--- src/rtl/mdu_unit_if.sv ---
// ---------------------------------------------------------------------------
// mdu_unit_if
//   Issue/result bundle between a reservation-station entry (master) and the
//   multiply/divide unit (slave).
//
//   in_valid     issue strobe
//   in_op        funct3: MUL/MULH/MULHSU/MULHU/DIV/DIVU/REM/REMU
//   in_value1/2  rs1 / rs2 operands
//   in_rob_tag   destination ROB tag (non-zero)
//   out_busy     unit cannot accept an op this cycle
//   out_valid    one-cycle result strobe
//   out_value    result, zero while out_valid is low
//   out_rob_tag  result tag, zero while out_valid is low
// ---------------------------------------------------------------------------
interface mdu_unit_if #(
  parameter int XLEN  = 32,
  parameter int TAG_W = 4
);
  logic             in_valid;
  logic [2:0]       in_op;
  logic [XLEN-1:0]  in_value1;
  logic [XLEN-1:0]  in_value2;
  logic [TAG_W-1:0] in_rob_tag;
  logic             out_busy;
  logic             out_valid;
  logic [XLEN-1:0]  out_value;
  logic [TAG_W-1:0] out_rob_tag;

  modport master (
    output in_valid, in_op, in_value1, in_value2, in_rob_tag,
    input  out_busy, out_valid, out_value, out_rob_tag
  );

  modport slave (
    input  in_valid, in_op, in_value1, in_value2, in_rob_tag,
    output out_busy, out_valid, out_value, out_rob_tag
  );
endinterface

--- src/rtl/mdu_unit.sv ---
// ---------------------------------------------------------------------------
// mdu_unit
//   Multi-cycle RV32M/RV64M multiply/divide unit. One op in flight; the result
//   is broadcast for one cycle with its ROB tag (tag 0 = no result).
//   Multiplies complete MUL_LAT edges after accept (accept edge counts as 1),
//   divides use radix-2 restoring iteration on magnitudes (XLEN+1 edges),
//   divide-by-zero and signed overflow resolve at accept (1 edge).
//
//   Ports
//     clk          clock
//     rst          synchronous active-low reset
//     rdy          global enable; low freezes all state and outputs
//     in_rollback  flush; returns to IDLE and blocks accept that edge
//     bus          mdu_unit_if.slave issue/result bundle
//
//   Build option
//     MDU_DIV_EARLY_OUT_EN  when defined, dividend magnitude < divisor
//                           magnitude finishes at accept, and operands whose
//                           magnitudes fit in XLEN/2 bits iterate only XLEN/2
//                           times. Results are unchanged.
// ---------------------------------------------------------------------------
module mdu_unit #(
  parameter int XLEN    = 32,
  parameter int TAG_W   = 4,
  parameter int MUL_LAT = 3
) (
  input  logic     clk,
  input  logic     rst,
  input  logic     rdy,
  input  logic     in_rollback,
  mdu_unit_if.slave bus
);

  typedef enum logic [1:0] {S_IDLE, S_MUL, S_DIV, S_DONE} state_e;

  localparam int CNT_MAX = (XLEN > MUL_LAT) ? XLEN : MUL_LAT;
  localparam int CNT_W   = $clog2(CNT_MAX + 1);
  localparam logic [XLEN-1:0] MOST_NEG = {1'b1, {(XLEN-1){1'b0}}};

  state_e           state_q, state_d, start_state;
  logic [CNT_W-1:0] cnt_q;
  logic [XLEN-1:0]  rem_q, quo_q, dvsr_q, result_q;
  logic             neg_quo_q, neg_rem_q, want_rem_q;
  logic [TAG_W-1:0] tag_q;

  logic busy, done, accept, last_step;
  assign busy      = (state_q == S_MUL) || (state_q == S_DIV);
  assign done      = (state_q == S_DONE);
  assign accept    = rdy && !in_rollback && bus.in_valid && !busy;
  assign last_step = (cnt_q == CNT_W'(1));

  // ---------------- operand decode ----------------
  logic [XLEN-1:0] v1, v2;
  logic            is_div, want_rem, div_signed;
  assign v1         = bus.in_value1;
  assign v2         = bus.in_value2;
  assign is_div     = bus.in_op[2];
  assign want_rem   = bus.in_op[1];
  assign div_signed = !bus.in_op[0];

  // ---------------- multiply (single product, latency padded by counter) ----
  // Operands are extended to 2*XLEN so one unsigned multiply covers all
  // signedness combinations modulo 2^(2*XLEN).
  logic              mul_a_signed, mul_b_signed;
  logic [2*XLEN-1:0] mul_a, mul_b, mul_prod;
  logic [XLEN-1:0]   mul_result;
  assign mul_a_signed = bus.in_op[1] ^ bus.in_op[0];      // MULH, MULHSU
  assign mul_b_signed = (bus.in_op[1:0] == 2'b01);        // MULH
  assign mul_a        = {{XLEN{mul_a_signed & v1[XLEN-1]}}, v1};
  assign mul_b        = {{XLEN{mul_b_signed & v2[XLEN-1]}}, v2};
  assign mul_prod     = mul_a * mul_b;
  assign mul_result   = (bus.in_op[1:0] == 2'b00) ? mul_prod[XLEN-1:0]
                                                  : mul_prod[2*XLEN-1:XLEN];

  // ---------------- divide setup ----------------
  logic            sign1, sign2;
  logic [XLEN-1:0] mag1, mag2, quick_result;
  logic            div_zero, div_ovf, div_early, div_half, div_quick;
  assign sign1    = div_signed & v1[XLEN-1];
  assign sign2    = div_signed & v2[XLEN-1];
  assign mag1     = sign1 ? -v1 : v1;
  assign mag2     = sign2 ? -v2 : v2;
  assign div_zero = (v2 == '0);
  assign div_ovf  = div_signed && (v1 == MOST_NEG) && (v2 == '1);

`ifdef MDU_DIV_EARLY_OUT_EN
  assign div_early = (mag1 < mag2);
  assign div_half  = (mag1[XLEN-1:XLEN/2] == '0) && (mag2[XLEN-1:XLEN/2] == '0);
`else
  assign div_early = 1'b0;
  assign div_half  = 1'b0;
`endif

  assign div_quick = div_zero || div_ovf || div_early;

  // NOTE: every always_comb output gets a default first so no path leaves it
  // unassigned; a missing default infers a latch.
  always_comb begin
    quick_result = want_rem ? v1 : '0;   // early-out: q = 0, r = dividend
    if (div_zero)     quick_result = want_rem ? v1 : '1;
    else if (div_ovf) quick_result = want_rem ? '0 : v1;
  end

  // ---------------- one restoring-division step ----------------
  logic [XLEN:0]   rem_shift, trial;
  logic            trial_ok;
  logic [XLEN-1:0] rem_next, quo_next, quo_fix, rem_fix, div_result;
  always_comb begin
    rem_shift  = {rem_q, quo_q[XLEN-1]};
    trial      = rem_shift - {1'b0, dvsr_q};
    trial_ok   = !trial[XLEN];
    rem_next   = trial_ok ? trial[XLEN-1:0] : rem_shift[XLEN-1:0];
    quo_next   = {quo_q[XLEN-2:0], trial_ok};
    quo_fix    = neg_quo_q ? -quo_next : quo_next;
    rem_fix    = neg_rem_q ? -rem_next : rem_next;
    div_result = want_rem_q ? rem_fix : quo_fix;
  end

  // ---------------- FSM: state register ----------------
  // NOTE: sequential state uses non-blocking assignments so every flop sees
  // the pre-edge values of the others regardless of evaluation order.
  always_ff @(posedge clk) begin
    if (!rst) state_q <= S_IDLE;
    else      state_q <= state_d;
  end

  // ---------------- FSM: next state ----------------
  always_comb begin
    if (!is_div) start_state = (MUL_LAT == 1) ? S_DONE : S_MUL;
    else         start_state = div_quick ? S_DONE : S_DIV;
  end

  always_comb begin
    state_d = state_q;
    if (rdy) begin
      if (in_rollback) begin
        state_d = S_IDLE;
      end else begin
        case (state_q)
          S_IDLE, S_DONE: state_d = bus.in_valid ? start_state : S_IDLE;
          S_MUL, S_DIV:   if (last_step) state_d = S_DONE;
          default:        state_d = S_IDLE;
        endcase
      end
    end
  end

  // ---------------- datapath registers ----------------
  // NOTE: these are plain registers, not a memory array, so they take the
  // synchronous reset along with the FSM.
  always_ff @(posedge clk) begin
    if (!rst) begin
      cnt_q      <= '0;
      rem_q      <= '0;
      quo_q      <= '0;
      dvsr_q     <= '0;
      result_q   <= '0;
      neg_quo_q  <= 1'b0;
      neg_rem_q  <= 1'b0;
      want_rem_q <= 1'b0;
      tag_q      <= '0;
    end else if (accept) begin
      tag_q <= bus.in_rob_tag;
      if (!is_div) begin
        result_q <= mul_result;
        cnt_q    <= CNT_W'(MUL_LAT - 1);
      end else if (div_quick) begin
        result_q <= quick_result;
      end else begin
        rem_q      <= '0;
        quo_q      <= div_half ? (mag1 << (XLEN/2)) : mag1;
        dvsr_q     <= mag2;
        neg_quo_q  <= sign1 ^ sign2;
        neg_rem_q  <= sign1;
        want_rem_q <= want_rem;
        cnt_q      <= div_half ? CNT_W'(XLEN/2) : CNT_W'(XLEN);
      end
    end else if (rdy && !in_rollback && busy) begin
      cnt_q <= cnt_q - CNT_W'(1);
      if (state_q == S_DIV) begin
        rem_q <= rem_next;
        quo_q <= quo_next;
        // Sign fixup lands with the final quotient bit.
        if (last_step) result_q <= div_result;
      end
    end
  end

  // ---------------- FSM: outputs ----------------
  always_comb begin
    bus.out_busy    = busy;
    bus.out_valid   = done;
    bus.out_value   = done ? result_q : '0;
    bus.out_rob_tag = done ? tag_q : '0;
  end

endmodule

--- src/flat_wrapper.sv ---
// flat-port wrapper written by rule: the top's interface ports become plain ports
module mdu_unit_flat 
#(
  parameter int XLEN    = 32,
  parameter int TAG_W   = 4,
  parameter int MUL_LAT = 3
)
  (clk, rst, rdy, in_rollback, bus_in_valid, bus_in_op, bus_in_value1, bus_in_value2, bus_in_rob_tag, bus_out_busy, bus_out_valid, bus_out_value, bus_out_rob_tag);
  mdu_unit_if #(.XLEN(XLEN), .TAG_W(TAG_W)) bus_i ();
  input  logic clk;
  input  logic rst;
  input  logic rdy;
  input  logic in_rollback;
  input wire logic [$bits(bus_i.in_valid)-1:0] bus_in_valid;
  input wire logic [$bits(bus_i.in_op)-1:0] bus_in_op;
  input wire logic [$bits(bus_i.in_value1)-1:0] bus_in_value1;
  input wire logic [$bits(bus_i.in_value2)-1:0] bus_in_value2;
  input wire logic [$bits(bus_i.in_rob_tag)-1:0] bus_in_rob_tag;
  output wire logic [$bits(bus_i.out_busy)-1:0] bus_out_busy;
  output wire logic [$bits(bus_i.out_valid)-1:0] bus_out_valid;
  output wire logic [$bits(bus_i.out_value)-1:0] bus_out_value;
  output wire logic [$bits(bus_i.out_rob_tag)-1:0] bus_out_rob_tag;
  assign bus_i.in_valid = bus_in_valid;
  assign bus_i.in_op = bus_in_op;
  assign bus_i.in_value1 = bus_in_value1;
  assign bus_i.in_value2 = bus_in_value2;
  assign bus_i.in_rob_tag = bus_in_rob_tag;
  assign bus_out_busy = bus_i.out_busy;
  assign bus_out_valid = bus_i.out_valid;
  assign bus_out_value = bus_i.out_value;
  assign bus_out_rob_tag = bus_i.out_rob_tag;
  mdu_unit #(.XLEN(XLEN), .TAG_W(TAG_W), .MUL_LAT(MUL_LAT)) u_core (.clk(clk), .rst(rst), .rdy(rdy), .in_rollback(in_rollback), .bus(bus_i));
endmodule
--- config.mk ---
export PLATFORM = sky130hd
export DESIGN_NAME = mdu_unit_flat
export DESIGN_NICKNAME = d
export VERILOG_FILES = /design/src/rtl/mdu_unit_if.sv /design/src/rtl/mdu_unit.sv /design/src/flat_wrapper.sv
export SDC_FILE = /design/constraint.sdc
export NUM_CORES = 2
export LEC_CHECK = 0
export ABC_AREA = 0
export CORE_ASPECT_RATIO = 1.2
export CORE_UTILIZATION = 52
export DETAILED_ROUTE_END_ITERATION = 12
export PLACE_DENSITY = 0.69
export SYNTH_ARGS = -nofsm -noshare
export SYNTH_HDL_FRONTEND = slang
export SYNTH_SLANG_ARGS = --single-unit
--- constraint.sdc ---
create_clock -name clk -period 12.25 [get_ports clk]
set_input_delay 2.45 -clock clk [delete_from_list [all_inputs] [get_ports clk]]
set_output_delay 2.45 -clock clk [all_outputs]
set_load 0.005 [all_outputs]
==> insert_results.sql <==
INSERT INTO impl_metrics (metric_group, metric, value, unit) VALUES
('timing', 'min_period_over_period', '95.5', '%'),
('floorplan', 'design.die.area', '98900', 'um2'),
('synth', 'synth_top_cells_by_count', '1,240 x inv_1, 1,126 x fa_1, 975 x nand2_1', ''),
('clock_tree', 'clk_latency', '0.44', 'ns'),
('clock_tree', 'post_cts_hold_buffer_count', '0', ''),
('cells_and_area', 'syn_to_final_growth', '5.77', '%'),
('clock_tree', 'cts.sink_count', '143', ''),
('grt', 'grt_pass1_vias', '43200', ''),
('detailed_routing', 'via_density_per_instance', '5.76', ''),
('synth', 'synth_seq_area_share', '5.64', '%'),
('synth', 'count_of_flip_flops_with_a_built_in_enable_after_synthesis', '0', ''),
('setup_path', 'worst-r2r-cell-count', '20', ''),
('clock_tree', 'cts_repair_resize_count', '0', ''),
('setup_path', 'crit_path_max_incr_delay', '0.70', 'ns'),
('cells_and_area', 'fin_nets', '7346', ''),
('grt', 'grtUsageMet3', '5.69', '%'),
('timing', 'clock_skew', '0.00863', 'ns'),
('setup_path', 'rr_startpoint', 'u_core.quo_q[31]', ''),
('setup_path', 'crit_top_cell', 'fa_1', ''),
('setup_path', 'cp_num_buf_inv', '9', ''),
('clock_tree', 'clock_pin_transition_on_the_worst_setup_and_hold_timing_paths', '0.06', 'ns'),
('synth', 'post-synth-top-area-cell', 'fa_1', ''),
('synth', 'netlist.area_leader.share', '44.4', '%'),
('outcome', 'status', 'completed', ''),
('synth', 'ys_async_sr_fraction', '0', '%'),
('setup_path', 'crit_path_end_kind', 'register', ''),
('setup_path', 'crit_end', 'u_core.result_q[31]', ''),
('setup_path', 'critical_path.startpoint', 'bus_in_op[0]', ''),
('setup_path', 'cp_data_arrival_time', '12.02', 'ns'),
('grt', 'grt_most_used_layer', 'met2', ''),
('cells_and_area', 'post_route_cells_drive_above_1_share', '4.81', '%'),
('placed_design', 'hpwlAfterDp', '129', 'mm'),
('grt', 'global_route.usage.total', '33.5', '%'),
('detailed_routing', 'route.antenna.remaining_nets', '0', ''),
('timing', 'final.setup.tns', '0', 'ns'),
('clock_tree', 'cts.path.max_buffers', '2', ''),
('setup_path', 'timing.critical_path.max_delay_family', 'adder cells', ''),
('synth', 'postSynth.topFlopCell', 'dfxtp_1', ''),
('cells_and_area', 'final_util', '55.4', '%'),
('timing', 'setup-violations-final', '0', ''),
('timing', 'relSlewSlack', '17.3', '%'),
('grt', 'grt_overflow_total', '0', ''),
('grt', 'number_of_antenna_violations_at_the_first_check_in_global_routing', '12', ''),
('detailed_routing', 'post_drt_wl_per_cell', '22.5', 'um'),
('timing', 'worst_pin_slew', '1.24', 'ns'),
('clock_tree', 'root_buffer', 'clkbuf_16', ''),
('detailed_routing', 'routed-via-count', '41300', ''),
('placed_design', 'finalWeightedCongestion', '1.03', ''),
('flow_run', 'maxCapViolations', '0', ''),
('detailed_routing', 'dr.first_iter.drc_count', '3332', ''),
('clock_tree', 'postCtsSetupBuffers', '0', ''),
('setup_path', 'required', '12.58', 'ns'),
('worst_hold_path', 'hold_path_class', 'reg2reg', ''),
('floorplan', 'floorplan.rows', '125', ''),
('floorplan', 'start_util', '52.4', '%'),
('clock_tree', 'cts_made_buffers', '17', ''),
('grt', 'grt_first_pass_wirelength', '251', 'mm'),
('synth', 'synth_nets', '7454', ''),
('timing', 'fmax', '85.5', 'MHz'),
('timing', 'grt_setup_unrepaired', 'no', ''),
('timing', 'timing_hold_violations_final', '0', ''),
('grt', 'gr-usage-met1', '42.2', '%'),
('grt', 'gr-usage-met2', '54.3', '%'),
('placed_design', 'place.port_buffers', '113', ''),
('setup_path', 'worstSetupStartpointType', 'input pin', ''),
('floorplan', 'die_y', '344', 'um'),
('synth', 'syn-mean-instance-area', '8.46', 'um2'),
('setup_path', 'crit_cells', '30', ''),
('synth', 'ys_warn_count', '0', ''),
('cells_and_area', 'post_layout_instance_area', '53700', 'um2'),
('synth', 'post_synth_main_area_contributors', 'fa_1 44%, inv_1 9.2%, nand2_1 7.2%', '');
## through the flow
stage,hold slack (ns),setup slack [ns],instances
floorplan,0.439,1.53,5997
global route,0.491,0.149,7172
global placement,0.448,0.319,7140
CTS,0.471,0.609,7171
detailed placement,0.462,0.168,7140
finish,0.465,0.555,7178
## placed cells by master (no fill, tap or decap), types with 39 or more instances in the layout
master           Yosys  final
nor2_1             176    175
and3_1              41     40
ha_1               255    255
a21o_1              55     54
nor3_1              39     39
nand2_1            975    974
buf_4                1    145
a211oi_1            40     40
dfxtp_1            143    143
a21oi_1            174    174
inv_1             1240   1240
nor2b_1             60     60
xor2_1              99     99
clkdlybuf4s50_1      0     78
and2_1             348    348
fa_1              1126   1126
xnor2_1            109    109
o21ai_0            166    166
## sequential cells by signal, indices dropped and copies added, names as in the netlist
name and flops:
u_core.cnt_q 6, u_core.dvsr_q 32, u_core.neg_quo_q 1, u_core.neg_rem_q 1
u_core.quo_q 32, u_core.rem_q 32, u_core.result_q 32, u_core.state_q 2
u_core.tag_q 4, u_core.want_rem_q 1
## worst min-delay path by stage
stage	from	endpoint	slack, ns	cells after the start
global placement	u_core.tag_q[1]	u_core.tag_q[1]	0.45	2
floorplan	u_core.tag_q[0]	u_core.tag_q[0]	0.44	2
global route	u_core.tag_q[1]	u_core.tag_q[1]	0.49	2
CTS	u_core.tag_q[2]	u_core.tag_q[2]	0.47	2
finish	u_core.tag_q[2]	u_core.tag_q[2]	0.47	2
detailed placement	u_core.tag_q[2]	u_core.tag_q[2]	0.46	2
## cell families (layout without fill, tap and decap cells)
group	count (synthesis)	count (layout)	synth area share, %
multiplexers	38	38	0.764
XOR/XNOR	208	208	3.59
AO/OA/AOI/OAI	759	759	10.1
other	0	7	0
adder cells (fa/ha/maj)	1381	1381	50.7
flip-flops	143	143	5.64
buffers and inverters	1636	1540	12.3
AND/OR/NAND/NOR	1832	1832	16.9
## per-layer routing
| metal | share of wire, % | up-vias |
|---|---|---|
| met5 | 0.039 | - |
| met1 | 38 | 21000 |
| met3 | 8.7 | 421 |
| met2 | 46 | 1906 |
| met4 | 6.8 | 10 |
| li1 | - | 18000 |
## worst reg2reg max path: stages (launching register included)
cell      delay, ns
dfxtp_1        0.49
inv_1          0.08
ha_1           0.20
inv_1          0.07
fa_1           0.28
a211oi_2       0.12
o211ai_1       0.40
nand4_1        0.19
o211ai_1       0.27
mux2_4         0.58
o21ai_0        0.57
ha_1           0.32
inv_1          0.15
a2111o_1       0.37
nor3b_1        0.44
a21o_1         0.24
nand4_1        0.25
o31ai_2        0.32
xnor2_1        0.17
a221oi_2       0.31
nor2_1         0.06
## area by class of cell
cell class / count / area (um2)
Fill cell: 8818 / 43100
Multi-Input combinational cell: 4218 / 41700
Inverter: 1242 / 4660
Sequential cell: 143 / 2860
Timing Repair Buffer: 267 / 2240
Tap cell: 1270 / 1590
Clock buffer: 22 / 494
Clock inverter: 9 / 131
Antenna cell: 7 / 17.5
Power is not shown: default switching activity piles up to over one toggle a cycle in this logic, so the estimate is an artifact.
